## src/rtl/key_debounce_edge.sv

```systemverilog
// Four-key debouncer: 2-flop sync, per-key qualify counter, registered press/release pulses.
// Define KEY_AUTOREPEAT_EN to add per-key auto-repeat on key_press; latency key->outputs is 2 + 2**debounce_depth edges.
module key_debounce_edge #(
  parameter int debounce_depth      = 16,
  parameter int repeat_delay_width  = 24,
  parameter int repeat_period_width = 22
) (
  input  logic       clk,
  input  logic       reset,
  input  logic [3:0] key,
  output logic [3:0] key_stable,
  output logic [3:0] key_press,
  output logic [3:0] key_release
);

  if (debounce_depth < 1 || repeat_delay_width < 1 || repeat_period_width < 1) begin : g_bad_param
    $error("key_debounce_edge: counter widths must be at least 1");
  end

  logic [3:0]                sync1;
  logic [3:0]                sample;
  logic [debounce_depth-1:0] cnt [4];
  logic [3:0]                accept;
  logic [3:0]                fire;

  // accept marks the cycle where a sample has differed for 2**debounce_depth samples
  always_comb begin
    accept = '0;
    for (int i = 0; i < 4; i++) begin
      accept[i] = (sample[i] != key_stable[i]) && (cnt[i] == '1);
    end
  end

  always_ff @(posedge clk) begin
    if (reset) begin
      sync1       <= '0;
      sample      <= '0;
      key_stable  <= '0;
      key_press   <= '0;
      key_release <= '0;
      for (int i = 0; i < 4; i++) cnt[i] <= '0;
    end else begin
      sync1       <= key;
      sample      <= sync1;
      key_press   <= (accept & ~key_stable) | fire;
      key_release <= accept & key_stable;
      for (int i = 0; i < 4; i++) begin
        if (sample[i] == key_stable[i]) begin
          cnt[i] <= '0;
        end else if (cnt[i] == '1) begin
          cnt[i]        <= '0;
          key_stable[i] <= sample[i];
        end else begin
          cnt[i] <= cnt[i] + 1'b1;
        end
      end
    end
  end

`ifdef KEY_AUTOREPEAT_EN
  typedef enum logic [1:0] {IDLE, DELAY, REPEAT} rpt_state_t;

  rpt_state_t                     rstate     [4];
  rpt_state_t                     rstate_nxt [4];
  logic [repeat_delay_width-1:0]  dcnt       [4];
  logic [repeat_delay_width-1:0]  dcnt_nxt   [4];
  logic [repeat_period_width-1:0] pcnt       [4];
  logic [repeat_period_width-1:0] pcnt_nxt   [4];

  // A release accepted in the same cycle always wins over a pending repeat pulse
  always_comb begin
    fire = '0;
    for (int i = 0; i < 4; i++) begin
      rstate_nxt[i] = rstate[i];
      dcnt_nxt[i]   = dcnt[i];
      pcnt_nxt[i]   = pcnt[i];
      case (rstate[i])
        IDLE: begin
          if (accept[i] && !key_stable[i]) begin
            rstate_nxt[i] = DELAY;
            dcnt_nxt[i]   = '0;
          end
        end
        DELAY: begin
          if (accept[i] && key_stable[i]) begin
            rstate_nxt[i] = IDLE;
            dcnt_nxt[i]   = '0;
          end else if (dcnt[i] == '1) begin
            fire[i]       = 1'b1;
            rstate_nxt[i] = REPEAT;
            dcnt_nxt[i]   = '0;
            pcnt_nxt[i]   = '0;
          end else begin
            dcnt_nxt[i] = dcnt[i] + 1'b1;
          end
        end
        REPEAT: begin
          if (accept[i] && key_stable[i]) begin
            rstate_nxt[i] = IDLE;
            pcnt_nxt[i]   = '0;
          end else if (pcnt[i] == '1) begin
            fire[i]     = 1'b1;
            pcnt_nxt[i] = '0;
          end else begin
            pcnt_nxt[i] = pcnt[i] + 1'b1;
          end
        end
        default: begin
          rstate_nxt[i] = IDLE;
          dcnt_nxt[i]   = '0;
          pcnt_nxt[i]   = '0;
        end
      endcase
    end
  end

  always_ff @(posedge clk) begin
    for (int i = 0; i < 4; i++) begin
      if (reset) begin
        rstate[i] <= IDLE;
        dcnt[i]   <= '0;
        pcnt[i]   <= '0;
      end else begin
        rstate[i] <= rstate_nxt[i];
        dcnt[i]   <= dcnt_nxt[i];
        pcnt[i]   <= pcnt_nxt[i];
      end
    end
  end
`else
  assign fire = '0;
`endif

endmodule

```

## config.mk

```make
export PLATFORM = sky130hd
export DESIGN_NAME = key_debounce_edge
export DESIGN_NICKNAME = d
export VERILOG_FILES = /design/src/rtl/key_debounce_edge.sv
export SDC_FILE = /design/constraint.sdc
export NUM_CORES = 1
export LEC_CHECK = 0
export CORE_ASPECT_RATIO = 2
export CORE_MARGIN = 2
export CORE_UTILIZATION = 35
export DETAILED_ROUTE_END_ITERATION = 10
export GPL_TIMING_DRIVEN = 0
export SYNTH_ARGS = -nofsm -noshare
export SYNTH_HDL_FRONTEND = slang
export SYNTH_SLANG_ARGS = --single-unit
```

## constraint.sdc

```tcl
create_clock -name clk -period 1.8 [get_ports clk]
set_input_delay 0.18 -clock clk [delete_from_list [all_inputs] [get_ports clk]]
set_output_delay 0.18 -clock clk [all_outputs]
set_load 0.01 [all_outputs]
```

==> results of run 1 <==
-- worst register-to-register path: cells and delay by family (launching register included) --
| kind | cells | cell delay, ns |
|---|---|---|
| and+or+nand+nor | 3 | 0.73 |
| DFF | 1 | 0.46 |
| AOI/OAI and AO/OA | 1 | 0.21 |
| buffers and inverters | 1 | 0.19 |
-- power breakdown --
part           switching, mW  internal, mW  leakage, nW
Sequential            0.0747          2.15        0.823
Combinational          0.122         0.104        0.949
Clock                  0.772          1.22        0.156
-- layer usage --
layer / routed length (um) / global-route usage (%) / vias to the layer above
li1: - / - / 1559
met1: 3230 / 14.7 / 1531
met3: 254 / 2.71 / 30
met4: 447 / 9.12 / 0
met2: 4960 / 26.6 / 55
met5: 0 / 0 / -
-- final timing paths --
| kind | startpoint | endpoint | slack (ns) | cells past startpoint |
|---|---|---|---|---|
| worst max-delay path | cnt[2][14]$_SDFFCE_PN0P_ | cnt[2][6]$_SDFFCE_PN0P_ | -0.03 | 5 |
| worst min-delay path | reset | key_stable[2]$_SDFFE_PP0N_ | 0.37 | 4 |
| worst max register to register | cnt[2][14]$_SDFFCE_PN0P_ | cnt[2][6]$_SDFFCE_PN0P_ | -0.03 | 5 |
| worst min register to register | sync1[0]$_SDFF_PP0_ | sample[0]$_SDFF_PP0_ | 0.44 | 1 |
-- synthesized netlist by cell type (3+ instances only) --
cell / n / share of area [%]
dfxtp_1: 20 / 9.8
ha_1: 4 / 1.2
edfxtp_1: 64 / 47
a31o_2: 3 / 0.64
and3_1: 7 / 1.1
inv_1: 12 / 1.1
buf_2: 3 / 0.37
clkbuf_1: 6 / 0.55
nor2b_1: 9 / 1.4
nand2_1: 14 / 1.3
xor2_1: 17 / 3.6
or4_1: 3 / 0.55
xnor2_1: 38 / 8.1
nand3_1: 28 / 3.4
nand4_1: 17 / 2.6
a21oi_1: 4 / 0.49
nor4_1: 14 / 2.1
a21o_1: 3 / 0.55
nand2b_1: 10 / 1.5
nor3_1: 16 / 2.0
and4_1: 3 / 0.64
nor2_1: 72 / 6.6
-- flip-flops by register name, summed over array words and instances, names as in the netlist --
signal and count:
key_stable 4, key_release 4, sample 4, sync1 4
key_press 4, cnt 64
-- kinds of logic after synthesis --
group	after synthesis	synth area share [%]
buffers and inverters	21	2.02
muxes	2	0.489
xor gates and xnor gates	55	11.8
other	1	0.0917
DFF	84	56.8
AOI/OAI and AO/OA	14	2.42
adders and majority gates	4	1.22
and+or+nand+nor	201	25.2
-- through the flow --
stage / setup slack, ns / utilization, % / power (mW)
CTS: 0.00303 / 46.2 / 4.46
detailed placement: -0.389 / 41.4 / 2.43
global route: -0.0695 / 48.7 / 4.58
global placement: -0.322 / 41.4 / 2.43
finish: -0.0319 / 48.7 / 4.45
floorplan: 0.00432 / - / 2.38
-- layout by cell type, fill, tap and decap left out, types with 9 or more instances in the layout --
cell type         n
edfxtp_1         64
conb_1           64
nor2_1           61
buf_4            41
xnor2_1          38
nand3_1          26
dfxtp_1          20
nand4_1          17
xor2_1           16
clkdlybuf4s50_1  16
nor3_1           15
nand2_1          14
inv_1            12
nand2b_1         10
nor2b_1           9
clkbuf_16         9
-- what timing repair did --
action	4_1_cts	5_1_grt
cloned	1	0
pin swaps	8	13
setup buffers	23	18
setup endpoints to repair	56	46
resized for setup	11	33
hold buffers	0	0
-- layout make-up --
class | count | area share, %
Timing Repair Buffer | 58 | 8.73
Clock buffer | 9 | 4.07
Clock inverter | 7 | 1.79
Buffer | 5 | 0.543
Tap cell | 142 | 3.21
Multi-Input combinational cell | 340 | 38.9
Inverter | 12 | 0.814
Sequential cell | 84 | 42.0
==> summary.txt, run 1 <==
Run status
  • Outcome: finished with violations
  • Failing checks: negative setup slack

STA
  • Tcrit/Tclk final: 102%
  • Max_slew headroom: 58.0%
  • Setup ws final: -0.0319 ns
  • Hold Vio Cnt, Final: 0
  • WHS: 0.370 ns
  • RSZ-0062 raised after global routing: yes
  • Clk_skew: 0.00571 ns
  • Endpoints failing setup: 9
  • Slew @ Worst Pin: 0.630 ns
  • Max Slew Vio Count: 0
  • Setup tns final: -0.142 ns
  • F_max: 0.546 GHz
  • Final Critical Period: 1.83 ns

Finish
  • Number of inserted diodes: 0
  • P&R area growth vs syn: 35.3%
  • Area of the multi-input gates: 2150 um2
  • Post-route cell area: 5530 um2
  • Nets: 520
  • Ratio of cells with drive above 1 in the final layout: 19.4%
  • Non-filler instance count after layout: 657
  • FF+latch area: 2320 um2
  • Fillers: 1047

Global route
  • Initial antenna violation count: 0
  • First-pass GRT wire length: 14100 um
  • Pin count of the biggest net entering global routing: 16
  • Overall routing resource usage: 14.6%
  • Global route overflow: 0
  • Vias in the first global route: 3125

Setup path
  • CP cell instances: nand3_1 -> or4_4 -> o21ai_4 -> buf_6 -> nor2_2
  • CP required: 1.90 ns
  • Slowest cell on crit path: or4_4
  • Critical Path Start Type: flip-flop
  • Critical path fanouts, max: 5
  • Slowest cell delay on critical path: 0.57 ns
  • Setup Crit Path Kind: flip-flop to flip-flop
  • Delay-heaviest family, CP: simple AND/OR/NAND/NOR gates
  • WP buf/inv: 1
  • CP Capture Type: flip-flop
  • Arrival @ worst endpoint: 1.93 ns

Clock network
  • Htree depth: 3
  • CTS Root Cell: clkbuf_16
  • CTS Buf Count: 9
  • CTS tree: done
  • Clock sink total: 84
  • Clock latency on the worst-skew pair: 0.34 ns
  • Clock-pin transition on the worst setup and hold timing paths: 0.07 ns
  • CTS Buffer Depth: 2

Drt
  • DRT antenna net count: 0
  • # DRC: 0
  • Via count: 3175
  • WL per Instance: 13.5 um
  • Drt via density: 4.83
  • Final wirelength: 8890 um
  • DRT iter0 DRCs: 163
  • First-pass iteration count of the detailed router: 4

Yosys
  • #FFs+latches synth: 84
  • Top_reg_cell synth: edfxtp_1
  • Seq/Total Area, Yosys: 56.8%
  • Synth Area per Inst: 10.7 um2
  • Mapped Cells: 382
  • Post-synth EDFFs: 64
  • Post-synth ARST share: 0%
  • Distinct cells, synth: 35
  • Synth Cell Area: 4090 um2
  • Synth Warn #: 0

Floorplanning
  • Die height: 157 um
  • Starting Density: 36.0%
  • Die X: 80.4 um
  • Row count: 55
  • Die ar.: 12600 um2
  • Core area: 11400 um2
  • IO Count: 18

Place
  • Post-Place Cells: 603
  • I/O Buffers: 16
  • RD Place Congestion: 0.757
  • Dpl cell area: 4700 um2
  • HPWL Detailed: 5900 um

Job
  • Max-cap violations: 0

Power
  • Cell Pwr Density: 804 nW/um2
  • Peak VDD IR: 0.481 mV
  • Leak pwr: 1.93 nW

Hold path
  • Worst min-delay path class: input pin to flip-flop
Note: power is estimated with default switching activity, not from simulation.
==> run 2: changes to the inputs <==
clock period = 1.7 ns   (was 1.8 ns; I/O delays follow)
==> run 2 against run 1 <==
Effect of this change: largest power group unchanged; register-to-register slack worse by 0.07 ns; via count shrank 0.28%; worst hold slack worse by 0.033 ns; sequential power rose by 6%; combinational power is 21% higher; clock power increased by 8%; critical path type unchanged; the flow still finishes with violations (negative setup slack); sequential share of layout area shrank 1.6 points; cell count is 1.8% higher; largest cell class unchanged; global-route usage up 0.30 points.
==> summary.txt, run 2 (same netlist as run 1, synthesis figures left out) <==
Run status
  • Outcome: finished with violations
  • Failing checks: negative setup slack

Clock network
  • CTS Buffer Depth: 2 (unchanged)
  • Clock latency on the worst-skew pair: 0.34 ns (about the same)
  • CTS tree: done
  • CTS Buf Count: 9 (unchanged)
  • Clock sink total: 84 (unchanged)
  • Clock-pin transition on the worst setup and hold timing paths: 0.06 ns (about the same)
  • CTS Root Cell: clkbuf_16
  • Htree depth: 3 (unchanged)

Power
  • Cell Pwr Density: 831 nW/um2 (+3.3%)
  • Leak pwr: 2.04 nW (+5.6%)
  • Peak VDD IR: 0.493 mV (+2.5%)

STA
  • Setup ws final: -0.107 ns (-0.0749 ns)
  • RSZ-0062 raised after global routing: yes
  • Slew @ Worst Pin: 0.521 ns (-0.109 ns)
  • Final Critical Period: 1.81 ns (-0.0251 ns)
  • Hold Vio Cnt, Final: 0 (unchanged)
  • Max_slew headroom: 65.3% (+7.3 points)
  • WHS: 0.336 ns (-0.0331 ns)
  • Tcrit/Tclk final: 106% (+4.5 points)
  • F_max: 0.553 GHz (+1.4%)
  • Max Slew Vio Count: 0 (unchanged)
  • Endpoints failing setup: 27 (+18)
  • Clk_skew: 0.00595 ns (+0.000234 ns)

Finish
  • Nets: 532 (+2.3%)
  • Non-filler instance count after layout: 669 (+1.8%)
  • P&R area growth vs syn: 40.7%
  • Ratio of cells with drive above 1 in the final layout: 25.6% (+6.2 points)
  • Largest register FFs: 64 (unchanged)
  • Biggest register: cnt
  • Commonest cells after routing, fill and taps aside: edfxtp_1, conb_1, buf_4, xnor2_1, nor2_1
  • Number of inserted diodes: 0 (unchanged)
  • Post-layout util: 50.7% (+2.0 points)

Floorplanning
  • IO Count: 18 (unchanged)
  • Row count: 55 (unchanged)
  • Die ar.: 12600 um2 (unchanged)
  • Starting Density: 36.0% (unchanged)
  • Core area: 11400 um2 (unchanged)
  • Die X: 80.4 um (unchanged)
  • Die height: 157 um (unchanged)

Setup path
  • Reg2Reg Depth: 6 (+1)
  • Critical Path Start Type: flip-flop
  • CP startpoint: cnt[2][0]$_SDFFCE_PN0P_
  • Setup Crit Path Kind: flip-flop to flip-flop
  • Arrival @ worst endpoint: 1.90 ns (-0.03 ns)
  • Critical path fanouts, max: 5 (unchanged)
  • Worst setup path end: cnt[2][7]$_SDFFCE_PN0P_
  • CP Capture Type: flip-flop
  • Reg2reg end: cnt[2][7]$_SDFFCE_PN0P_
  • CP required: 1.80 ns (-0.10 ns)
  • Flop-to-flop setup slack: -0.11 ns (-0.07 ns)
  • Worst R2R Start: cnt[2][0]$_SDFFCE_PN0P_

Drt
  • DRT antenna net count: 0 (unchanged)
  • Via count: 3166 (-0.28%)
  • Final wirelength: 8790 um (-1.1%)
  • Drt via density: 4.73 (-2.1%)
  • DRT iter0 DRCs: 183 (+12%)
  • First-pass iteration count of the detailed router: 4 (unchanged)
  • WL per Instance: 13.1 um (-2.9%)
  • # DRC: 0 (unchanged)

Global route
  • Global route overflow: 0 (unchanged)
  • Pin count of the biggest net entering global routing: 14 (-2)
  • Vias in the first global route: 3181 (+1.8%)
  • First-pass GRT wire length: 14400 um (+2.0%)
  • Initial antenna violation count: 0 (unchanged)
  • Overall routing resource usage: 14.9% (+0.30 points)

Job
  • Max-cap violations: 0 (unchanged)

Place
  • Post-Place Cells: 603 (unchanged)
  • HPWL Detailed: 5570 um (-5.6%)
  • RD Place Congestion: 0.780 (+3.0%)
  • I/O Buffers: 16 (unchanged)

Hold path
  • Hold path cells: 4 (unchanged)
  • Worst min-delay path class: input pin to flip-flop
[run 2: changes by cell type in the layout (fill, tap and decap cells not counted), moves of 3 or more]
cell	previous run	this run
buf_4	41	45
buf_6	3	9
nor2_2	7	32
nor2_1	61	37
nor4_2	6	3
[run 2: per-stage QoR]
step	setup TNS (ns)	instance area (um2)	power (mW)	setup WS (ns)
after floorplan	-1.08	4400	2.52	-0.0518
after global placement	-13.57	4740	2.57	-0.318
after global routing	-4.11	5760	4.96	-0.184
after CTS	-1.58	5490	4.78	-0.140
final	-1.44	5760	4.78	-0.107
after detailed placement	-14.76	4740	2.58	-0.345
[run 2: layer usage]
layer | GRT usage, % | vias to the layer above | part of all wire (%)
met5 | 0 | - | 0
li1 | - | 1582 | -
met2 | 27.4 | 50 | 56
met3 | 3.17 | 25 | 1.9
met4 | 8.23 | 0 | 3.1
met1 | 15.0 | 1509 | 39
[run 2: worst min-delay path by stage]
stage | start | endpoint | slack [ns]
final | reset | key_stable[2]$_SDFFE_PP0N_ | 0.34
after global routing | reset | key_stable[2]$_SDFFE_PP0N_ | 0.39
after CTS | reset | key_stable[2]$_SDFFE_PP0N_ | 0.36
after detailed placement | sync1[2]$_SDFF_PP0_ | sample[2]$_SDFF_PP0_ | 0.43
after global placement | sync1[3]$_SDFF_PP0_ | sample[3]$_SDFF_PP0_ | 0.42
after floorplan | key[0] | sync1[0]$_SDFF_PP0_ | 0.30
[run 2: layout make-up]
class                   instances  area (um2)
inverters                      12        45.0
plain buffers                   7        56.3
flip-flops and latches         84        2320
well taps                     142         178
multi-input cells             340        2230
fillers                      1021        5600
clock inverters                 4        71.3
repair buffers                 68         594
clock buffers                  12         256
[run 2: power breakdown]
part | internal (mW) | switching (mW)
sequential | 2.28 | 0.0743
combinational | 0.129 | 0.145
clock | 1.36 | 0.790
[run 2: timing repair]
item,4_1_cts,5_1_grt
hold buffers,0,0
gates cloned,1,2
endpoints found under the setup margin,57,57
buffers inserted,41,8
gates resized for setup,28,48
pin swaps,20,14
[run 2: worst max-delay path: stages (launching register included)]
cell,delay (ns)
edfxtp_1,0.40
ha_4,0.18
nand3_4,0.08
or4_4,0.45
o21ai_4,0.23
buf_6,0.17
nor2_2,0.05
==> run 3: changes to the inputs <==
--- a/config.mk
+++ b/config.mk
@@ -11,4 +11,5 @@
 export DETAILED_ROUTE_END_ITERATION = 10
 export GPL_TIMING_DRIVEN = 0
+export RECOVER_POWER = 100
 export SYNTH_ARGS = -nofsm -noshare
 export SYNTH_HDL_FRONTEND = slang
==> constraint.sdc (replaced) <==
create_clock -name clk -period 1.7 [get_ports clk]
set_input_delay 0.17 -clock clk [delete_from_list [all_inputs] [get_ports clk]]
set_output_delay 0.17 -clock clk [all_outputs]
set_load 0.02 [all_outputs]
==> run 3 against run 2 <==
Effect of this change: the run still ends with negative setup slack left; sequential share of layout area rose by 0.22 points; combinational power barely moved; clock-buffer cell count did not move; global-route usage did not move; highest routed layer unchanged; worst setup slack got worse by 0.00089 ns; cell count did not move; first-iteration DRC count rose by 3.3%; worst hold slack barely moved; sequential power barely moved.
==> summary.txt, run 3 (same netlist as run 1, synthesis figures left out) <==
Power
  • Leak pwr: 2.07 nW (+1.9%)
  • Overall power: 4.78 mW (-0.11%)
  • Peak VDD IR: 0.493 mV (+0.13%)
  • Cell Pwr Density: 834 nW/um2 (+0.44%)

Setup path
  • CP Capture Type: flip-flop
  • Setup Crit Path Kind: flip-flop to flip-flop
  • CP cell instances: ha_4 -> nand3_4 -> or4_4 -> o21ai_4 -> buf_6 -> nor2_2
  • WP buf/inv: 1 (unchanged)
  • CP required: 1.80 ns (about the same)
  • Delay-heaviest family, CP: simple AND/OR/NAND/NOR gates
  • Flop-to-flop setup slack: -0.11 ns (about the same)
  • Worst R2R Start: cnt[2][0]$_SDFFCE_PN0P_
  • Arrival @ worst endpoint: 1.91 ns (about the same)
  • CP startpoint: cnt[2][0]$_SDFFCE_PN0P_
  • Slowest cell delay on critical path: 0.45 ns (about the same)
  • Slowest cell on crit path: or4_4
  • Critical Path Start Type: flip-flop
  • Critical path fanouts, max: 5 (unchanged)

Place
  • I/O Buffers: 16 (unchanged)
  • HPWL Detailed: 5570 um (unchanged)
  • Post-Place Cells: 603 (unchanged)
  • RD Place Congestion: 0.780 (unchanged)
  • Pre-CTS WS: -0.345 ns (unchanged)
  • Dpl cell area: 4740 um2 (unchanged)

Floorplanning
  • Starting Density: 36.0% (unchanged)
  • IO Count: 18 (unchanged)
  • Core area: 11400 um2 (unchanged)
  • Die X: 80.4 um (unchanged)
  • Die ar.: 12600 um2 (unchanged)
  • Die height: 157 um (unchanged)
  • Row count: 55 (unchanged)

Clock network
  • CTS Buffer Depth: 2 (unchanged)
  • Clock sink total: 84 (unchanged)
  • Clock latency on the worst-skew pair: 0.34 ns (about the same)
  • CTS Hold Bufs: 0 (unchanged)
  • CTS Root Cell: clkbuf_16
  • Htree depth: 3 (unchanged)
  • CTS Buf Count: 9 (unchanged)
  • CTS tree: done
  • Clock-pin transition on the worst setup and hold timing paths: 0.06 ns (about the same)

Finish
  • Non-filler instance count after layout: 669 (unchanged)
  • Nets: 532 (unchanged)
  • Number of inserted diodes: 0 (unchanged)
  • P&R area growth vs syn: 40.0%
  • Biggest register: cnt
  • Post-layout util: 50.4% (-0.28 points)
  • Largest register FFs: 64 (unchanged)
  • Fillers: 1024 (+0.29%)
  • Ratio of cells with drive above 1 in the final layout: 24.9% (-0.76 points)
  • Post-route cell area: 5720 um2 (-0.54%)
  • Commonest cells after routing, fill and taps aside: edfxtp_1, conb_1, buf_4, nor2_1, xnor2_1

STA
  • Setup tns final: -1.72 ns (-0.279 ns)
  • Tcrit/Tclk final: 106% (about the same)
  • F_max: 0.553 GHz (about the same)
  • RSZ-0062 raised after global routing: yes
  • Setup ws final: -0.108 ns (-0.000892 ns)
  • Slew @ Worst Pin: 0.521 ns (+0.00000101 ns)
  • Clk_skew: 0.00576 ns (-0.000182 ns)
  • WHS: 0.336 ns (-0.000437 ns)
  • Max Slew Vio Count: 0 (unchanged)
  • Max_slew headroom: 65.3% (about the same)
  • Hold Vio Cnt, Final: 0 (unchanged)
  • Final Critical Period: 1.81 ns (+0.000892 ns)
  • Endpoints failing setup: 47 (+74%)

Global route
  • Overall routing resource usage: 14.9% (unchanged)
  • Vias in the first global route: 3181 (unchanged)
  • Pin count of the biggest net entering global routing: 14 (unchanged)
  • First-pass GRT wire length: 14400 um (unchanged)
  • Global route overflow: 0 (unchanged)
  • Initial antenna violation count: 0 (unchanged)

Drt
  • Drt via density: 4.74 (+0.16%)
  • Final wirelength: 8790 um (about the same)
  • DRT antenna net count: 0 (unchanged)
  • First-pass iteration count of the detailed router: 4 (unchanged)
  • # DRC: 0 (unchanged)
  • WL per Instance: 13.1 um (about the same)
  • Via count: 3171 (+0.16%)
  • DRT iter0 DRCs: 189 (+3.3%)

Hold path
  • Min-delay src: reset
  • Worst min-delay path class: input pin to flip-flop

Run status
  • Failing checks: negative setup slack
  • Outcome: finished with violations

Job
  • Max-cap violations: 0 (unchanged)
[run 3: changes by cell type in the layout (fill, tap and decap cells not counted)]
cell / before / now
buf_4: 45 / 42
clkbuf_1: 4 / 5
clkbuf_4: 0 / 2
clkdlybuf4s50_1: 16 / 5
dlygate4sd3_1: 0 / 11
ha_1: 0 / 2
ha_4: 4 / 2
nor2_1: 37 / 38
nor2_2: 32 / 31
[run 3: power by group]
| group | switching [mW] | total (mW) | internal [mW] |
|---|---|---|---|
| Clock | 0.789 | 2.15 | 1.36 |
| Sequential | 0.0724 | 2.35 | 2.28 |
| Combinational | 0.145 | 0.271 | 0.126 |
| Total | 1.01 | 4.78 | 3.77 |
[run 3: final timing paths]
| check | to | cells after the start |
|---|---|---|
| setup / recovery | cnt[2][7]$_SDFFCE_PN0P_ | 6 |
| setup reg to reg | cnt[2][7]$_SDFFCE_PN0P_ | 6 |
| hold reg to reg | sample[2]$_SDFF_PP0_ | 1 |
| hold / removal | key_stable[2]$_SDFFE_PP0N_ | 4 |
[run 3: per-layer routing]
metal  part of all wire (%)  global-route usage (%)
met5                      0                       0
met2                     56                    27.4
met4                    3.1                    8.23
met1                     38                    15.0
met3                    2.0                    3.17
[run 3: cell type report]
cell class	instances	area [um2]	area share (%)
buffer	7	56.3	0.984
timing repair buffer	68	591	10.3
sequential	84	2320	40.6
multi-input combinational	340	2200	38.5
clock inverter	4	71.3	1.25
inverter	12	45.0	0.787
tap	142	178	3.10
clock buffer	12	256	4.48
[run 3: timing repair]
action,in CTS,in global routing
pin swaps,20,14
cloned,1,2
setup buffers,41,8
endpoints found under the setup margin,57,57
hold endpoints to repair,0,0
resized for setup,28,48
[run 3: worst register-to-register path, delay by kind of cell (launching register included)]
kind / cells / cell delay [ns]
simple gates: 3 / 0.59
compound gates: 1 / 0.23
fa+ha+maj: 1 / 0.18
flops: 1 / 0.40
buf+inv: 1 / 0.17
